### src/rtl/shiftrows_pipe.sv
// shiftrows_pipe: pipelined Rijndael ShiftRows / InvShiftRows with valid/ready.
//   NB      state columns (4, 6 or 8); data width W = 32*NB
//   STAGES  register stages (1..4); latency from accept to o_valid
// Ports:
//   i_clk, i_rst (sync, active-high), i_flush (sync, active-high)
//   i_valid/o_ready/i_inv/i_din : input beat, mode tag sampled with it
//   o_valid/i_ready/o_dout/o_inv: output beat and its mode tag
//   o_busy                      : any stage holds a valid beat
// Byte k = 4*c + r (state s[r][c]) lives at bits [W-1-8k -: 8]; byte 0 is the MSB.

// One state row as a byte vector (column 0 in the MSBs), rotated by OFF.
//   row_in/row_out : NB bytes of one row
//   inv            : 0 = out[c] = in[(c+OFF)%NB], 1 = out[c] = in[(c-OFF)%NB]
module shiftrows_row #(
  parameter int NB  = 4,
  parameter int OFF = 0
) (
  input  logic [8*NB-1:0] row_in,
  input  logic            inv,
  output logic [8*NB-1:0] row_out
);
  for (genvar c = 0; c < NB; c++) begin : g_byte
    localparam int FWD = (c + OFF) % NB;
    localparam int BWD = (c + NB - OFF) % NB;
    assign row_out[8*NB-1-8*c -: 8] = inv ? row_in[8*NB-1-8*BWD -: 8]
                                          : row_in[8*NB-1-8*FWD -: 8];
  end
endmodule

module shiftrows_pipe #(
  parameter  int NB     = 4,
  parameter  int STAGES = 1,
  localparam int W      = 32*NB
) (
  input  logic         i_clk,
  input  logic         i_rst,
  input  logic         i_flush,
  input  logic         i_valid,
  output logic         o_ready,
  input  logic         i_inv,
  input  logic [W-1:0] i_din,
  output logic         o_valid,
  input  logic         i_ready,
  output logic [W-1:0] o_dout,
  output logic         o_inv,
  output logic         o_busy
);
  if (!(NB == 4 || NB == 6 || NB == 8)) begin : g_bad_nb
    $error("shiftrows_pipe: NB must be 4, 6 or 8");
  end
  if (STAGES < 1 || STAGES > 4) begin : g_bad_stages
    $error("shiftrows_pipe: STAGES must be 1..4");
  end

  typedef struct packed {
    logic         inv;
    logic [W-1:0] dat;
  } beat_t;

  // ---- permutation (combinational, ahead of stage 1) ----
  logic [3:0][8*NB-1:0] rows_in, rows_out;
  logic [W-1:0]         perm;

  // Column-major state -> one byte vector per row, and back.
  for (genvar c = 0; c < NB; c++) begin : g_col
    for (genvar r = 0; r < 4; r++) begin : g_cell
      assign rows_in[r][8*NB-1-8*c -: 8] = i_din[W-1-8*(4*c+r) -: 8];
      assign perm[W-1-8*(4*c+r) -: 8]    = rows_out[r][8*NB-1-8*c -: 8];
    end
  end

  // Row offsets: 0/1/2/3, except the 256-bit block which uses 0/1/3/4.
  for (genvar r = 0; r < 4; r++) begin : g_row
    localparam int OFF = (r == 0) ? 0 :
                         (r == 1) ? 1 :
                         (r == 2) ? ((NB == 8) ? 3 : 2) :
                                    ((NB == 8) ? 4 : 3);
    shiftrows_row #(.NB(NB), .OFF(OFF)) u_row (
      .row_in  (rows_in[r]),
      .inv     (i_inv),
      .row_out (rows_out[r])
    );
  end

  // ---- register slices ----
  beat_t [STAGES:1]   pipe_q, pipe_in;
  logic  [STAGES:1]   vld_pipe, vld_in;
  logic  [STAGES+1:1] rdy;   // rdy[s]: stage s may load; rdy[STAGES+1] = downstream

  always_comb begin
    vld_in     = '0;
    pipe_in    = '0;
    vld_in[1]  = i_valid;
    pipe_in[1] = {i_inv, perm};
    for (int s = 2; s <= STAGES; s++) begin
      vld_in[s]  = vld_pipe[s-1];
      pipe_in[s] = pipe_q[s-1];
    end
  end

  // A stage can load when empty or when its own contents are moving on,
  // so the ready chain ripples back combinationally and never leaves a bubble.
  always_comb begin
    rdy           = '0;
    rdy[STAGES+1] = i_ready;
    for (int s = STAGES; s >= 1; s--) rdy[s] = !vld_pipe[s] || rdy[s+1];
  end

  always_ff @(posedge i_clk) begin
    if (i_rst) begin
      vld_pipe <= '0;
      pipe_q   <= '0;
    end else if (i_flush) begin
      vld_pipe <= '0;   // data left in place; only the valid bits matter
    end else begin
      for (int s = 1; s <= STAGES; s++) begin
        if (rdy[s]) begin
          vld_pipe[s] <= vld_in[s];
          // Hold data when no beat arrives so it is never disturbed needlessly.
          if (vld_in[s]) pipe_q[s] <= pipe_in[s];
        end
      end
    end
  end

  assign o_ready = !i_rst && !i_flush && rdy[1];
  assign o_valid = vld_pipe[STAGES];
  assign o_dout  = pipe_q[STAGES].dat;
  assign o_inv   = pipe_q[STAGES].inv;
  assign o_busy  = |vld_pipe;
endmodule
### config.mk
export PLATFORM = sky130hd
export DESIGN_NAME = shiftrows_pipe
export DESIGN_NICKNAME = d
export VERILOG_FILES = /design/src/rtl/shiftrows_pipe.sv
export SDC_FILE = /design/constraint.sdc
export NUM_CORES = 1
export LEC_CHECK = 0
export ABC_AREA = 1
export CAP_MARGIN = 25
export CORE_UTILIZATION = 46
export DETAILED_ROUTE_END_ITERATION = 8
export HOLD_SLACK_MARGIN = 0.05
export PLACE_DENSITY = 0.86
export RECOVER_POWER = 100
export SYNTH_ARGS = -nofsm -noshare
export SYNTH_HDL_FRONTEND = slang
export SYNTH_SLANG_ARGS = --single-unit
export TNS_END_PERCENT = 100
### constraint.sdc
create_clock -name i_clk -period 2 [get_ports i_clk]
set_clock_uncertainty 0.2 [all_clocks]
set_input_delay 0.3 -clock i_clk [delete_from_list [all_inputs] [get_ports i_clk]]
set_output_delay 0.3 -clock i_clk [all_outputs]
set_load 0.02 [all_outputs]
# Word-level counts from Yosys, hierarchy flattened
# Cells that the tools add are included.
dict set report word_totals {
  reg_bits 130
  wordCells 20
  inputBits 134
}
dict set report classes {
  reduce_logical 8
  bitwise 1
  muxes 8
}
# operator n
set op_table {}
lappend op_table {{8-bit two-way mux} 8}
lappend op_table {{1-bit logical NOT} 3}
lappend op_table {{3-bit AND reduction} 1}
lappend op_table {{1-bit logical AND} 2}
lappend op_table {{2-bit OR reduction} 1}
lappend op_table {{1-bit logical OR} 1}
lappend op_table {{1-bit NOT} 1}

# Longest topological paths before layout
dict set report depth {
  depth_word 3
  depth_mapped 8
  depth_no_buf 6
}

# Hierarchy
# From an unflattened synthesis, not the netlist that was laid out.
dict set report hier_totals {
  cells_unflattened 1126
  hier_area_um2 7240.7
}
# module area_per_inst_um2 seq_area_each_um2 instances cells_each
set by_module_without_submodules {}
lappend by_module_without_submodules {shiftrows_pipe 5766.8 2602.5 1 854}
lappend by_module_without_submodules {{shiftrows_row (g_row[1].u_row ...)} 496.7 0.0 2 104}
lappend by_module_without_submodules {{shiftrows_row (g_row[0].u_row ...)} 240.2 0.0 2 32}

# Worst setup path after synthesis
# OpenSTA, ideal clock, no wires.
dict set report synth_path {
  kind {input to output}
  start {in i_flush}
  end {out o_ready}
  arrival_ns 0.941
  slack_ns 0.559
  stages 2
  path_buffers 0
  cell_sequence {or2_2 a21oi_1}
}
dict set report synth_via {
  elab_chain_cells 3
}
# element line
set synth_rtl {}
lappend synth_rtl {{from (decl)} 37} ;# input logic i_flush,
lappend synth_rtl {{1-bit logical NOT} 126} ;# assign o_ready = !i_rst && !i_flush && rdy[1];
lappend synth_rtl {{1-bit logical AND (2 in a row)} 126}
lappend synth_rtl {{to (decl)} 39} ;# output logic o_ready,
# No other way between the ends.

# Worst setup path in the final report
# Ends and elaborated chain as after synthesis.

==> results.py <==
metrics = {
    "run_status": {
        "outcome": "complete, no violations",
    },
    "critical_path": {
        "reg2reg_from": "o_busy",
        "critPathMaxFanout": 2,
        "worst_setup_path_start_kind": "input port",
        "r2r_setup_slack_ps": 330,
        "critical_path_class": "in2out",
        "r2r_end": "o_dout[124]",
        "critPathCaptureType": "primary output",
        "r2r_cells": 6,
        "cp.required_ps": 1500,
        "crit_arrival_ps": 1450,
    },
    "logic_synthesis": {
        "synth_top_cell_area_share_pct": 42.29,
        "yosysSeqAreaShare_pct": 42.29,
        "synth-warning-count": 0,
        "ys_types": 18,
        "synth-main-ff-cell": "dfxtp_1",
        "synth_edf_count": 0,
        "yosys-top-cells-area": "dfxtp_1 42%, nand2_1 20%, nor2_1 16%",
        "yosysTopAreaCell": "dfxtp_1",
        "synthCells": 1001,
        "syn_area_per_cell_um2": 6.149,
        "yosys.cell_count.top_type": "nand2_1",
        "synth_common_cells": "321 x nand2_1, 257 x nor2_1, 162 x inv_1",
        "syn_area_mm2": 0.006155,
        "async_flop_share_pct": 0,
        "synth-seq-cells": 130,
        "synth_fp_nets": 1135,
    },
    "finish": {
        "antenna_cells": 0,
        "regArea_mm2": 0.002603,
        "fill_cells": 1013,
        "fin_nets": 1384,
        "drive_above_1_share_pct": 4.120,
        "areaGrowthSynthToFinish_pct": 52.67,
        "multi_input_area_mm2": 0.002551,
    },
    "clock_tree": {
        "clk_pin_slew_ps": 50,
        "postCtsHoldBufs": 0,
        "numCtsBuffers": 17,
        "cts.sinks": 130,
        "clockRootBuffer": "clkbuf_16",
        "clock_latency_ps": 410,
        "post_cts_buffers": 0,
        "clk_path_buf_depth": 2,
        "htreeDepth": 4,
        "cts_tree": "done",
    },
    "sta": {
        "grt_setup_unrepaired": "false",
        "setup_slack_ps": 51.38,
        "tightest_slew_ps": 435.4,
        "period_needed_ps": 1949,
        "setup_viol": 0,
        "fmax_mhz": 513.2,
        "slew_viol_final": 0,
        "period_share_pct": 97.43,
        "slew_headroom_pct": 70.97,
        "hold_viol_final": 0,
    },
    "die": {
        "fp.dieW_um": 117.7,
        "die_y_um": 117.7,
        "initial_utilization_pct": 47.99,
        "dieArea_mm2": 0.01385,
        "core_mm2": 0.01282,
        "num_rows": 41,
        "num_io_pins": 266,
    },
    "min_path": {
        "hp-start": "i_inv",
        "holdPathStages": 5,
        "holdCritPathClass": "in2reg",
        "min_to": "o_dout[112]",
    },
    "power_and_ir_drop": {
        "p_total_mw": 7.327,
        "leakage_nw": 4.818,
        "peakVddDrop_mv": 0.6888,
        "pwr_density_cell_mw_per_mm2": 779.8,
    },
    "route": {
        "vias_per_cell": 4.394,
        "ant_nets": 0,
        "num_vias": 6301,
        "drc": 0,
        "drtIter0Drc": 371,
        "wl_per_cell_um": 11.62,
        "wirelength_mm": 16.66,
        "detail_route.first_pass.iterations": 7,
    },
    "grt": {
        "grt_max_degree": 52,
        "grt_pass1_vias": 5729,
        "antenna_found_initial": 0,
        "grt.total_usage_pct": 24.40,
        "grt_pass1_wl_mm": 26.99,
        "gr-total-overflow": 0,
    },
    "placement": {
        "place.gp.congestion": 0.7996,
        "dp_hpwl_mm": 11.74,
        "pre_cts_slack_ps": -355.2,
        "port_buffers": 265,
    },
    "run": {
        "cap_viol_max_count": 0,
    },
}
-- per-stage QoR --
stage | hold slack (ps) | util [%] | cell area [µm²] | TNS (ps) | cells
2_1_floorplan | 234.9 | - | 6155 | 0 | 1001
3_3_place_gp | 269.0 | 69.80 | 8951 | -312.7 | 1403
3_5_place_dp | 290.5 | 69.80 | 8951 | -355.2 | 1403
4_1_cts | 198.1 | 74.14 | 9508 | 0 | 1434
5_1_grt | 241.4 | 73.27 | 9397 | 0 | 1434
6_report | 214.6 | 73.27 | 9397 | 0 | 1434
-- placed cells by master, fill, tap and decap left out --
| cell | instances |
|---|---|
| bufinv_16 | 2 |
| dfxtp_1 | 130 |
| buf_2 | 1 |
| clkbuf_2 | 2 |
| clkinv_4 | 1 |
| clkbuf_8 | 1 |
| dlygate4sd3_1 | 71 |
| buf_12 | 5 |
| a21oi_1 | 3 |
| clkbuf_16 | 17 |
| clkbuf_4 | 6 |
| nor2_4 | 1 |
| clkdlybuf4s50_1 | 192 |
| or2_2 | 1 |
| o21ai_1 | 4 |
| nand3_1 | 1 |
| nand2_8 | 1 |
| clkbuf_1 | 8 |
| buf_4 | 5 |
| clkinv_2 | 5 |
| nand2_1 | 322 |
| clkinvlp_4 | 3 |
| nor2_1 | 257 |
| inv_1 | 162 |
| inv_2 | 1 |
| o21ai_0 | 60 |
-- cell type report --
type,count,area share (%)
clock buffer,21,4.794
clock inverter,10,1.185
inverter,164,6.565
multi-input combinational,650,27.15
sequential,130,27.70
tap,172,2.290
timing repair buffer,287,30.32
-- layer usage --
metal / part of all wire, % / track usage, % / vias to the layer above
met4: 3.1 / 12.10 / 0
met1: 41 / 26.93 / 2700
met3: 6.6 / 8.043 / 33
met2: 49 / 41.84 / 193
met5: 0 / 0 / -
li1: - / - / 3375
-- cells by family after synthesis --
logic type             share of synthesized area (%)
DFF                                            42.29
and+or+nand+nor                                35.82
buffers and inverters                          16.45
AOI/OAI and AO/OA                              5.448
-- state kept, by name, indices dropped and copies added, names as in the netlist --
signal / flops
o_inv: 1
o_dout: 128
o_busy: 1
-- what timing repair did --
| item | CTS | global route |
|---|---|---|
| endpoints found under the hold margin | 0 | 0 |
| endpoints found under the setup margin | 1 | 0 |
| gates resized for setup | 4 | 0 |
-- where the power goes --
group          switching, mW  internal (mW)  total, mW
combinational          0.794          0.718       1.51
clock                   1.10           1.85       2.95
sequential            0.0840           2.78       2.86
total                   1.98           5.34       7.33
-- worst max-delay path: stages --
cell and delay [ps]:
clkdlybuf4s50_1 470, or2_2 330, a21oi_1 150, clkbuf_2 200
-- how the worst max path moves through the flow --
| stage | from | endpoint | cells past startpoint |
|---|---|---|---|
| 2_1_floorplan | i_flush | o_ready | 2 |
| 3_3_place_gp | i_flush | o_ready | 4 |
| 3_5_place_dp | i_flush | o_ready | 4 |
| 4_1_cts | o_busy | o_busy | 1 |
| 5_1_grt | o_dout[104] | o_dout[104] | 1 |
| 6_report | i_flush | o_ready | 4 |
Note: power is estimated with default switching activity, not from simulation.
